**src/rtl/lfsr_seq_ctrl_pkg.sv**
```systemverilog
// Shared definitions for the LFSR sequencing controller: FSM encoding and
// default LFSR geometry (3-bit maximal-length sequence, period 7).
package lfsr_seq_ctrl_pkg;

    typedef enum logic [1:0] {
        ST_IDLE = 2'd0,
        ST_RUN  = 2'd1,
        ST_DONE = 2'd2
    } seq_state_e;

    localparam int         LFSR_WIDTH    = 3;
    localparam logic [3:1] LFSR_TAPS     = 3'b101;
    localparam logic [3:1] LFSR_DEF_SEED = 3'b110;
    localparam int         LFSR_CNT_W    = 8;

endpackage

```
**src/rtl/lfsr_seq_ctrl_core.sv**
```systemverilog
// Fibonacci LFSR register: shift toward the MSB, XOR of tapped bits enters q[1].
// A load request takes priority over a step request.
module lfsr_core
    import lfsr_seq_ctrl_pkg::*;
#(
    parameter int               WIDTH   = LFSR_WIDTH,
    parameter logic [WIDTH:1]   TAPS    = LFSR_TAPS,
    parameter logic [WIDTH:1]   RST_VAL = LFSR_DEF_SEED
) (
    input  logic             clk,
    input  logic             clr,
    input  logic             load,
    input  logic [WIDTH:1]   load_val,
    input  logic             step,
    output logic [WIDTH:1]   q
);

    logic [WIDTH:1] q_r;
    logic [WIDTH:1] q_next_s;

    function automatic logic feedback_bit(input logic [WIDTH:1] v);
        return ^(v & TAPS);
    endfunction

    // Next state of the shift register for one step.
    always_comb begin
        q_next_s = {q_r[WIDTH-1:1], feedback_bit(q_r)};
    end

    // State register: clear, then load, then step, else hold.
    always_ff @(posedge clk) begin
        if (clr) begin
            q_r <= RST_VAL;
        end else if (load) begin
            q_r <= load_val;
        end else if (step) begin
            q_r <= q_next_s;
        end else begin
            q_r <= q_r;
        end
    end

    assign q = q_r;

endmodule

```
**src/rtl/lfsr_seq_ctrl.sv**
```systemverilog
// Sequencing controller around lfsr_core: guarded seed load, counted runs over a
// valid/ready stream, wrap/period measurement and zero-seed lockup reporting.
module lfsr_seq_ctrl
    import lfsr_seq_ctrl_pkg::*;
#(
    parameter int               WIDTH    = LFSR_WIDTH,
    parameter logic [WIDTH:1]   TAPS     = LFSR_TAPS,
    parameter logic [WIDTH:1]   DEF_SEED = LFSR_DEF_SEED,
    parameter int               CNT_W    = LFSR_CNT_W
) (
    input  logic               clk,
    input  logic               clr,
    input  logic               seed_we,
    input  logic [WIDTH:1]     seed,
    input  logic               start,
    input  logic [CNT_W-1:0]   num_steps,
    input  logic               out_ready,
    output logic               out_valid,
    output logic [WIDTH:1]     out_data,
    output logic               busy,
    output logic               done,
    output logic               wrap,
    output logic [CNT_W-1:0]   period,
    output logic               lockup
);

    localparam logic [CNT_W-1:0] CNT_ONE = {{(CNT_W-1){1'b0}}, 1'b1};
    localparam logic [CNT_W-1:0] CNT_MAX = {CNT_W{1'b1}};

    seq_state_e        state_r;
    seq_state_e        state_next_s;
    logic [WIDTH:1]    seed_reg_r;
    logic [CNT_W-1:0]  remaining_r;
    logic [CNT_W-1:0]  period_cnt_r;
    logic [CNT_W-1:0]  period_r;
    logic              out_valid_r;
    logic              busy_r;
    logic              done_r;
    logic              wrap_r;
    logic              lockup_r;

    logic [WIDTH:1]    lfsr_q_s;
    logic [WIDTH:1]    q_next_s;
    logic              load_s;
    logic [WIDTH:1]    load_val_s;
    logic              step_s;
    logic              hs_s;
    logic              seed_zero_s;
    logic              seed_load_s;
    logic              run_start_s;
    logic              wrap_hit_s;

    function automatic logic feedback_bit(input logic [WIDTH:1] v);
        return ^(v & TAPS);
    endfunction

    function automatic logic [CNT_W-1:0] sat_inc(input logic [CNT_W-1:0] v);
        if (v == CNT_MAX) begin
            return v;
        end else begin
            return v + CNT_ONE;
        end
    endfunction

    lfsr_core #(
        .WIDTH   (WIDTH),
        .TAPS    (TAPS),
        .RST_VAL (DEF_SEED)
    ) u_core (
        .clk      (clk),
        .clr      (clr),
        .load     (load_s),
        .load_val (load_val_s),
        .step     (step_s),
        .q        (lfsr_q_s)
    );

    assign hs_s        = out_valid_r & out_ready;
    assign seed_zero_s = (seed == {WIDTH{1'b0}});
    assign q_next_s    = {lfsr_q_s[WIDTH-1:1], feedback_bit(lfsr_q_s)};
    assign wrap_hit_s  = step_s & (q_next_s == seed_reg_r);

    // FSM next state plus core load/step controls.
    always_comb begin
        state_next_s = state_r;
        load_s       = 1'b0;
        load_val_s   = DEF_SEED;
        step_s       = 1'b0;
        seed_load_s  = 1'b0;
        run_start_s  = 1'b0;
        case (state_r)
            ST_IDLE: begin
                if (seed_we) begin
                    load_s      = 1'b1;
                    seed_load_s = 1'b1;
                    load_val_s  = seed_zero_s ? DEF_SEED : seed;
                end else begin
                    load_s      = 1'b0;
                end
                if (start) begin
                    run_start_s  = 1'b1;
                    state_next_s = (num_steps != {CNT_W{1'b0}}) ? ST_RUN : ST_DONE;
                end else begin
                    state_next_s = ST_IDLE;
                end
            end
            ST_RUN: begin
                // Only an accepted beat advances the generator.
                if (hs_s) begin
                    step_s       = 1'b1;
                    state_next_s = (remaining_r == CNT_ONE) ? ST_DONE : ST_RUN;
                end else begin
                    state_next_s = ST_RUN;
                end
            end
            ST_DONE: begin
                state_next_s = ST_IDLE;
            end
            default: begin
                state_next_s = ST_IDLE;
            end
        endcase
    end

    // State, registered status outputs, counters and seed storage.
    always_ff @(posedge clk) begin
        if (clr) begin
            state_r      <= ST_IDLE;
            seed_reg_r   <= DEF_SEED;
            remaining_r  <= {CNT_W{1'b0}};
            period_cnt_r <= {CNT_W{1'b0}};
            period_r     <= {CNT_W{1'b0}};
            out_valid_r  <= 1'b0;
            busy_r       <= 1'b0;
            done_r       <= 1'b0;
            wrap_r       <= 1'b0;
            lockup_r     <= 1'b0;
        end else begin
            state_r     <= state_next_s;
            out_valid_r <= (state_next_s == ST_RUN);
            busy_r      <= (state_next_s == ST_RUN);
            done_r      <= (state_next_s == ST_DONE);
            wrap_r      <= wrap_hit_s;
            lockup_r    <= seed_load_s & seed_zero_s;

            // A new seed restarts the period measurement.
            if (seed_load_s) begin
                seed_reg_r   <= load_val_s;
                period_cnt_r <= {CNT_W{1'b0}};
            end else if (wrap_hit_s) begin
                period_r     <= sat_inc(period_cnt_r);
                period_cnt_r <= {CNT_W{1'b0}};
            end else if (step_s) begin
                period_cnt_r <= sat_inc(period_cnt_r);
            end else begin
                period_cnt_r <= period_cnt_r;
            end

            if (run_start_s) begin
                remaining_r <= num_steps;
            end else if (step_s) begin
                remaining_r <= remaining_r - CNT_ONE;
            end else begin
                remaining_r <= remaining_r;
            end
        end
    end

    assign out_valid = out_valid_r;
    assign out_data  = lfsr_q_s;
    assign busy      = busy_r;
    assign done      = done_r;
    assign wrap      = wrap_r;
    assign period    = period_r;
    assign lockup    = lockup_r;

endmodule

```
**config.mk**
```make
export PLATFORM = sky130hd
export DESIGN_NAME = lfsr_seq_ctrl
export DESIGN_NICKNAME = d
export VERILOG_FILES = /design/src/rtl/lfsr_seq_ctrl_pkg.sv /design/src/rtl/lfsr_seq_ctrl_core.sv /design/src/rtl/lfsr_seq_ctrl.sv
export SDC_FILE = /design/constraint.sdc
export NUM_CORES = 1
export LEC_CHECK = 0
export BUFFER_PORTS_ARGS = -buffer_cell sky130_fd_sc_hd__buf_2
export CAP_MARGIN = 5
export CORE_UTILIZATION = 45
export DETAILED_ROUTE_END_ITERATION = 8
export HOLD_SLACK_MARGIN = 0.1
export PLACE_DENSITY = 0.77
export RECOVER_POWER = 25
export SLEW_MARGIN = 30
export SYNTH_ARGS = -nofsm -noshare
export SYNTH_HDL_FRONTEND = slang
export SYNTH_SLANG_ARGS = --single-unit
```
**constraint.sdc**
```tcl
create_clock -name clk -period 3.55 [get_ports clk]
set_clock_uncertainty 0.05 [all_clocks]
set_input_delay 0.1775 -clock clk [delete_from_list [all_inputs] [get_ports clk]]
set_output_delay 0.1775 -clock clk [all_outputs]
set_load 0.02 [all_outputs]
```
==> results of run 1 <==
## Yosys cell counts, drive strengths merged, types with 2 or more instances
master / instances / area share [%]
buf: 8 / 3.1
a221oi: 2 / 0.95
o311ai: 2 / 0.95
nand4b: 3 / 1.4
a31oi: 2 / 0.68
nor4: 4 / 1.7
o2111ai: 5 / 2.4
dfxtp: 36 / 39
nor3: 9 / 2.7
mux2i: 3 / 2.3
nor3b: 2 / 1.1
nand3b: 3 / 1.2
a311oi: 3 / 1.4
a211oi: 2 / 0.81
nand4: 4 / 1.4
or3: 4 / 1.4
a21oi: 26 / 7.1
nand3: 5 / 1.4
or2: 3 / 1.0
nand2: 13 / 2.6
xor2: 2 / 0.95
nor2: 26 / 5.3
and2: 2 / 0.68
a211o: 2 / 0.95
o211ai: 2 / 0.81
o21ai: 14 / 4.4
ha: 3 / 2.0
inv: 3 / 0.61
clkbuf: 4 / 0.88
xnor2: 2 / 1.4
and3: 6 / 2.0
## worst max path at each step
stage               startpoint               to  slack, ps  cells after the start
6_report            state_r[0]  period_cnt_r[3]       1500                      4
3_3_place_gp        state_r[1]   remaining_r[7]       1660                      3
2_1_floorplan  period_cnt_r[0]  period_cnt_r[1]       2000                      5
5_1_grt             state_r[0]   remaining_r[6]       1370                      3
4_1_cts             state_r[0]  period_cnt_r[3]       1560                      4
3_5_place_dp        state_r[0]  period_cnt_r[6]       1560                      4
## worst max-delay path, delay by kind of cell, from the launching register on
| kind | cells | cell delay (ps) |
|---|---|---|
| AO/OA/AOI/OAI | 1 | 350 |
| AND/OR/NAND/NOR | 3 | 1070 |
| flip-flops | 1 | 460 |
## area by class of cell
type	count	area share, %
Multi-Input combinational cell	165	50.24
Sequential cell	36	34.87
Timing Repair Buffer	33	7.688
Clock buffer	6	3.511
Tap cell	48	2.906
Inverter	3	0.5448
Clock inverter	1	0.2421
## per-stage QoR
step | instance area, um2 | power, mW
finish | 2067 | 0.8293
global route | 2067 | 0.8699
CTS | 2083 | 0.8364
detailed placement | 1986 | 0.5602
global placement | 1986 | 0.5586
floorplan | 1843 | 0.5287
## layer usage
metal | vias up | track usage (%)
met5 | - | 0
met4 | 0 | 9.574
met3 | 5 | 4.655
met2 | 57 | 30.23
met1 | 820 | 29.42
li1 | 867 | -
## logic make-up (layout without fill, tap and decap cells)
logic type,Yosys count,after routing,share of synthesized area (%)
and+or+nand+nor,89,89,26.27
AOI/OAI and AO/OA,65,65,22.61
DFF,36,36,39.10
buffers and inverters,15,43,4.547
xor gates and xnor gates,4,4,2.309
muxes,4,4,3.123
adders and majority gates,3,3,2.037
## registers in the layout, indices dropped and copies added, names as in the netlist
signal,count
state_r,2
lockup,1
wrap,1
seed_reg_r,3
period,8
u_core.q,3
remaining_r,8
period_cnt_r,8
done,1
busy,1
## power breakdown
group          internal [mW]  switching, mW
sequential             0.419         0.0167
combinational         0.0476         0.0696
clock                  0.133          0.143
## timing repair
item                      4_1_cts  5_1_grt
hold buffers                    2        0
buffers inserted                0        0
hold endpoints to repair        2        0
==> impl_metrics.csv, run 1 <==
group,metric,value,unit
drt,met1_length,2.097,mm
final_layout,finalNonFillerCells,292,
min_path,hp-class,"input pin to flop",
worst_setup_path,worst_setup_path_start_kind,"flop",
drt,routed_wl,4.213,mm
worst_setup_path,arrival,2170,ps
drt,drc,0,
die,start_util,48.52,%
final_layout,finish.utilization,54.41,%
worst_setup_path,reg2reg_from,"state_r[0]",
yosys,ys_seq_area_share,39.10,%
yosys,synth_edf_count,0,
sta,setup_viol,0,
global_route,grt_max_degree,30,
cts,root_buffer,"clkbuf_8",
sta,hold_viol,0,
final_layout,fillCellCount,353,
drt,antenna_left,0,
drt,first_iter_violations,120,
cts,ctsResizeCount,0,
drt,dr_wl_met2,1.813,mm
cts,htree_num_levels,2,
drt,viasPerCell,5.990,
job,maxCapViolations,0,
worst_setup_path,critPathSlowestCell,"and4b_1",
cts,clk_path_buf_depth,2,
min_path,min_from,"num_steps[3]",
sta,drv_slew,0,
yosys,ys_types,53,
sta,fin_crit,2045,ps
worst_setup_path,reg2regPathDepth,4,
yosys,ys_warn_count,0,
worst_setup_path,cp_max_fo,16,
worst_setup_path,critPathMaxStageDelay,610,ps
min_path,holdPathStages,3,
sta,worst_pin_slew,700.8,ps
final_layout,diodes,0,
pwr,ir_worst_vdd,0.2875,mV
sta,fmax,488.9,MHz
yosys,netlist_area,1843,um2
cts,cts_sinks,36,
worst_setup_path,end_kind,"flop",
global_route,grt_usage,20.95,%
worst_setup_path,reg2reg_to,"period_cnt_r[3]",
global_route,grt_first_pass_wirelength,6.789,mm
sta,timing.final.ws_setup,1505,ps
placement,place_ws,1564,ps
final_layout,seq_area,720.7,um2
pwr,p_per_area,401.2,nW/um2
final_layout,syn_to_final_growth,12.15,%
worst_setup_path,path_cells,"and4b_1 -> nand2_1 -> o21ai_4 -> nor2_1",
cts,clk-insertion-delay-late,290,ps
final_layout,multi_input_area,1039,um2
status,outcome,"finished clean",
worst_setup_path,worstPathRequired,3680,ps
yosys,syn_nets,235,
yosys,synth-async-reset-ratio,0,%
final_layout,nets,263,
die,core_area,3799,um2
die,rows,22,
cts,cts_tree,"yes",
final_layout,drive_gt1_share,15.16,%
placement,port_buffers,31,
sta,worst_hold_slack,108.1,ps
die,die_h,66.00,um
yosys,avgSynthCellArea,8.532,um2
cts,path_clk_slew,70,ps
worst_setup_path,rrSetupSlack,1500,ps
placement,routabilityCongestion,0.8769,
min_path,worstHoldEndpoint,"remaining_r[3]",
cts,tritoncts.num_buffers,5,
global_route,grt_pass1_vias,1452,
sta,tns,0,ps
yosys,synthesis.instances,216,
yosys,synth.ff_latch_count,36,
final_layout,layout_common_cells,"dfxtp_1 (36), nor2_1 (26), a21oi_1 (26)",
drt,drt-pass1-iter-count,4,
sta,rsz0062_at_grt,"no",
sta,post-route-period-util,57.62,%
drt,dr_wl_met3,242,um
drt,route.top_layer_used,"met4",
yosys,synth-main-ff-cell,"dfxtp_1",
die,die_w,66.00,um
placement,dp.cells,283,
pwr,leakagePower,0.7467,nW
die,num_io_pins,32,
final_layout,final_common_cell,"dfxtp_1",
placement,hpwlAfterDp,2.960,mm
drt,wire_per_inst,14.43,um
sta,relSlewSlack,53.03,%
global_route,antenna_found_initial,0,
global_route,overflow,0,
die,die-area,4355,um2
worst_setup_path,critical_path_class,"flop to flop",
drt,vias,1749,
Power figures use the tool's default switching activity.
==> run 2: changes to the inputs <==
==> constraint.sdc (replaced) <==
create_clock -name clk -period 2.1 [get_ports clk]
set_clock_uncertainty 0.05 [all_clocks]
set_input_delay 0.105 -clock clk [delete_from_list [all_inputs] [get_ports clk]]
set_output_delay 0.105 -clock clk [all_outputs]
set_load 0.02 [all_outputs]
==> impl_metrics.csv, run 2 (same netlist as run 1, synthesis figures left out) <==
group,metric,value,unit
global_route,grt_first_pass_wirelength,7.127,mm
placement,routabilityCongestion,0.8497,
min_path,holdPathStages,3,
cts,clk_path_buf_depth,2,
min_path,worstHoldEndpoint,"remaining_r[4]",
drt,vias,1773,
final_layout,diodes,0,
drt,drc,0,
worst_setup_path,arrival,1940,ps
global_route,antenna_found_initial,0,
worst_setup_path,critPathMaxStageDelay,400,ps
worst_setup_path,worst_setup_path_start_kind,"flop",
final_layout,syn_to_final_growth,17.79,%
drt,dr_wl_met2,1.864,mm
worst_setup_path,reg2reg_to,"period_cnt_r[1]",
cts,tritoncts.num_buffers,5,
die,num_io_pins,32,
drt,wire_per_inst,14.16,um
sta,timing.final.ws_setup,286.2,ps
cts,clk-insertion-delay-late,290,ps
die,start_util,48.52,%
final_layout,finish.utilization,57.15,%
worst_setup_path,critPathSlowestCell,"o21ai_0",
sta,rsz0062_at_grt,"no",
cts,cts_setup_buffers,0,
drt,viasPerCell,5.890,
cts,cts_sinks,36,
drt,route.top_layer_used,"met4",
worst_setup_path,cp_max_fo,7,
final_layout,layout_common_cells,"dfxtp_1 (36), nor2_1 (26), a21oi_1 (26)",
die,die_w,66.00,um
sta,tns,0,ps
job,maxCapViolations,0,
final_layout,seq_area,720.7,um2
worst_setup_path,reg2reg_from,"period_cnt_r[0]",
drt,dr_wl_met3,308,um
status,outcome,"finished clean",
sta,fin_crit,1814,ps
final_layout,drive_gt1_share,15.81,%
die,core_area,3799,um2
placement,place_ws,289.2,ps
die,die-area,4355,um2
cts,path_clk_slew,70,ps
placement,hpwlAfterDp,2.875,mm
drt,antenna_left,0,
die,rows,22,
sta,setup_viol,0,
global_route,overflow,0,
final_layout,fillCellCount,349,
sta,fmax,551.3,MHz
worst_setup_path,path_cells,"ha_1 -> nand4_1 -> o21ai_0 -> mux2i_1 -> nor2_1",
min_path,min_from,"num_steps[4]",
worst_setup_path,worstPathRequired,2220,ps
die,die_h,66.00,um
drt,drt-pass1-iter-count,6,
cts,htree_num_levels,2,
sta,worst_pin_slew,574.8,ps
placement,port_buffers,31,
pwr,leakagePower,0.7957,nW
sta,relSlewSlack,61.51,%
global_route,grt_usage,21.57,%
global_route,grt_pass1_vias,1573,
drt,routed_wl,4.263,mm
final_layout,nets,272,
drt,met1_length,1.998,mm
worst_setup_path,reg2regPathDepth,5,
sta,post-route-period-util,86.37,%
final_layout,multi_input_area,1039,um2
pwr,p_per_area,678.9,nW/um2
global_route,grt_max_degree,30,
min_path,hp-class,"input pin to flop",
sta,hold_viol,0,
worst_setup_path,end_kind,"flop",
final_layout,final_common_cell,"dfxtp_1",
cts,root_buffer,"clkbuf_8",
sta,drv_slew,0,
cts,cts_tree,"yes",
worst_setup_path,rrSetupSlack,290,ps
worst_setup_path,critical_path_class,"flop to flop",
drt,first_iter_violations,125,
pwr,ir_worst_vdd,0.3942,mV
-- run 2: worst max-delay path: cells and delay by family, from the launching register on --
family	cells	cell delay, ps
DFF	1	390
and+or+nand+nor	2	330
adders and majority gates	1	280
AOI/OAI and AO/OA	1	400
muxes	1	240
-- run 2: cell type report --
| class | count | share of cell area [%] |
|---|---|---|
| Clock buffer | 7 | 4.438 |
| Inverter | 3 | 0.5187 |
| Multi-Input combinational cell | 165 | 47.84 |
| Sequential cell | 36 | 33.20 |
| Tap cell | 48 | 2.767 |
| Timing Repair Buffer | 42 | 11.24 |
-- run 2: how the worst max path moves through the flow --
stage | from | slack, ps | to
2_1_floorplan | period_cnt_r[0] | 550 | period_cnt_r[1]
3_5_place_dp | state_r[0] | 290 | period[1]
6_report | period_cnt_r[0] | 290 | period_cnt_r[1]
5_1_grt | state_r[0] | 100 | period[1]
3_3_place_gp | period_cnt_r[0] | 300 | period_cnt_r[1]
4_1_cts | state_r[0] | 280 | period[1]
-- run 2: repair_timing --
item	in CTS	in global routing
gates resized for setup	0	0
hold endpoints to repair	9	0
hold buffers	9	0
-- run 2: power breakdown --
group | internal [mW] | total, mW | leakage, nW | switching (mW)
Sequential | 0.708 | 0.737 | 0.293 | 0.0284
Clock | 0.292 | 0.525 | 0.0503 | 0.233
Combinational | 0.0896 | 0.212 | 0.452 | 0.122
Total | 1.09 | 1.47 | 0.796 | 0.384
-- run 2: per-stage QoR --
step / instance area [um2] / power, mW / instances / hold WS, ps
after global routing: 2171 / 1.549 / 301 / 134.1
after CTS: 2187 / 1.484 / 301 / 103.6
final: 2171 / 1.474 / 301 / 110.3
after global placement: 2001 / 0.9478 / 285 / 254.2
after detailed placement: 2001 / 0.9491 / 285 / 253.8
after floorplan: 1843 / 0.8937 / 216 / 131.7
-- run 2: layer usage --
metal / vias up / track usage, %
li1: 877 / -
met5: - / 0
met3: 10 / 6.207
met2: 73 / 31.89
met1: 813 / 28.81
met4: 0 / 9.574
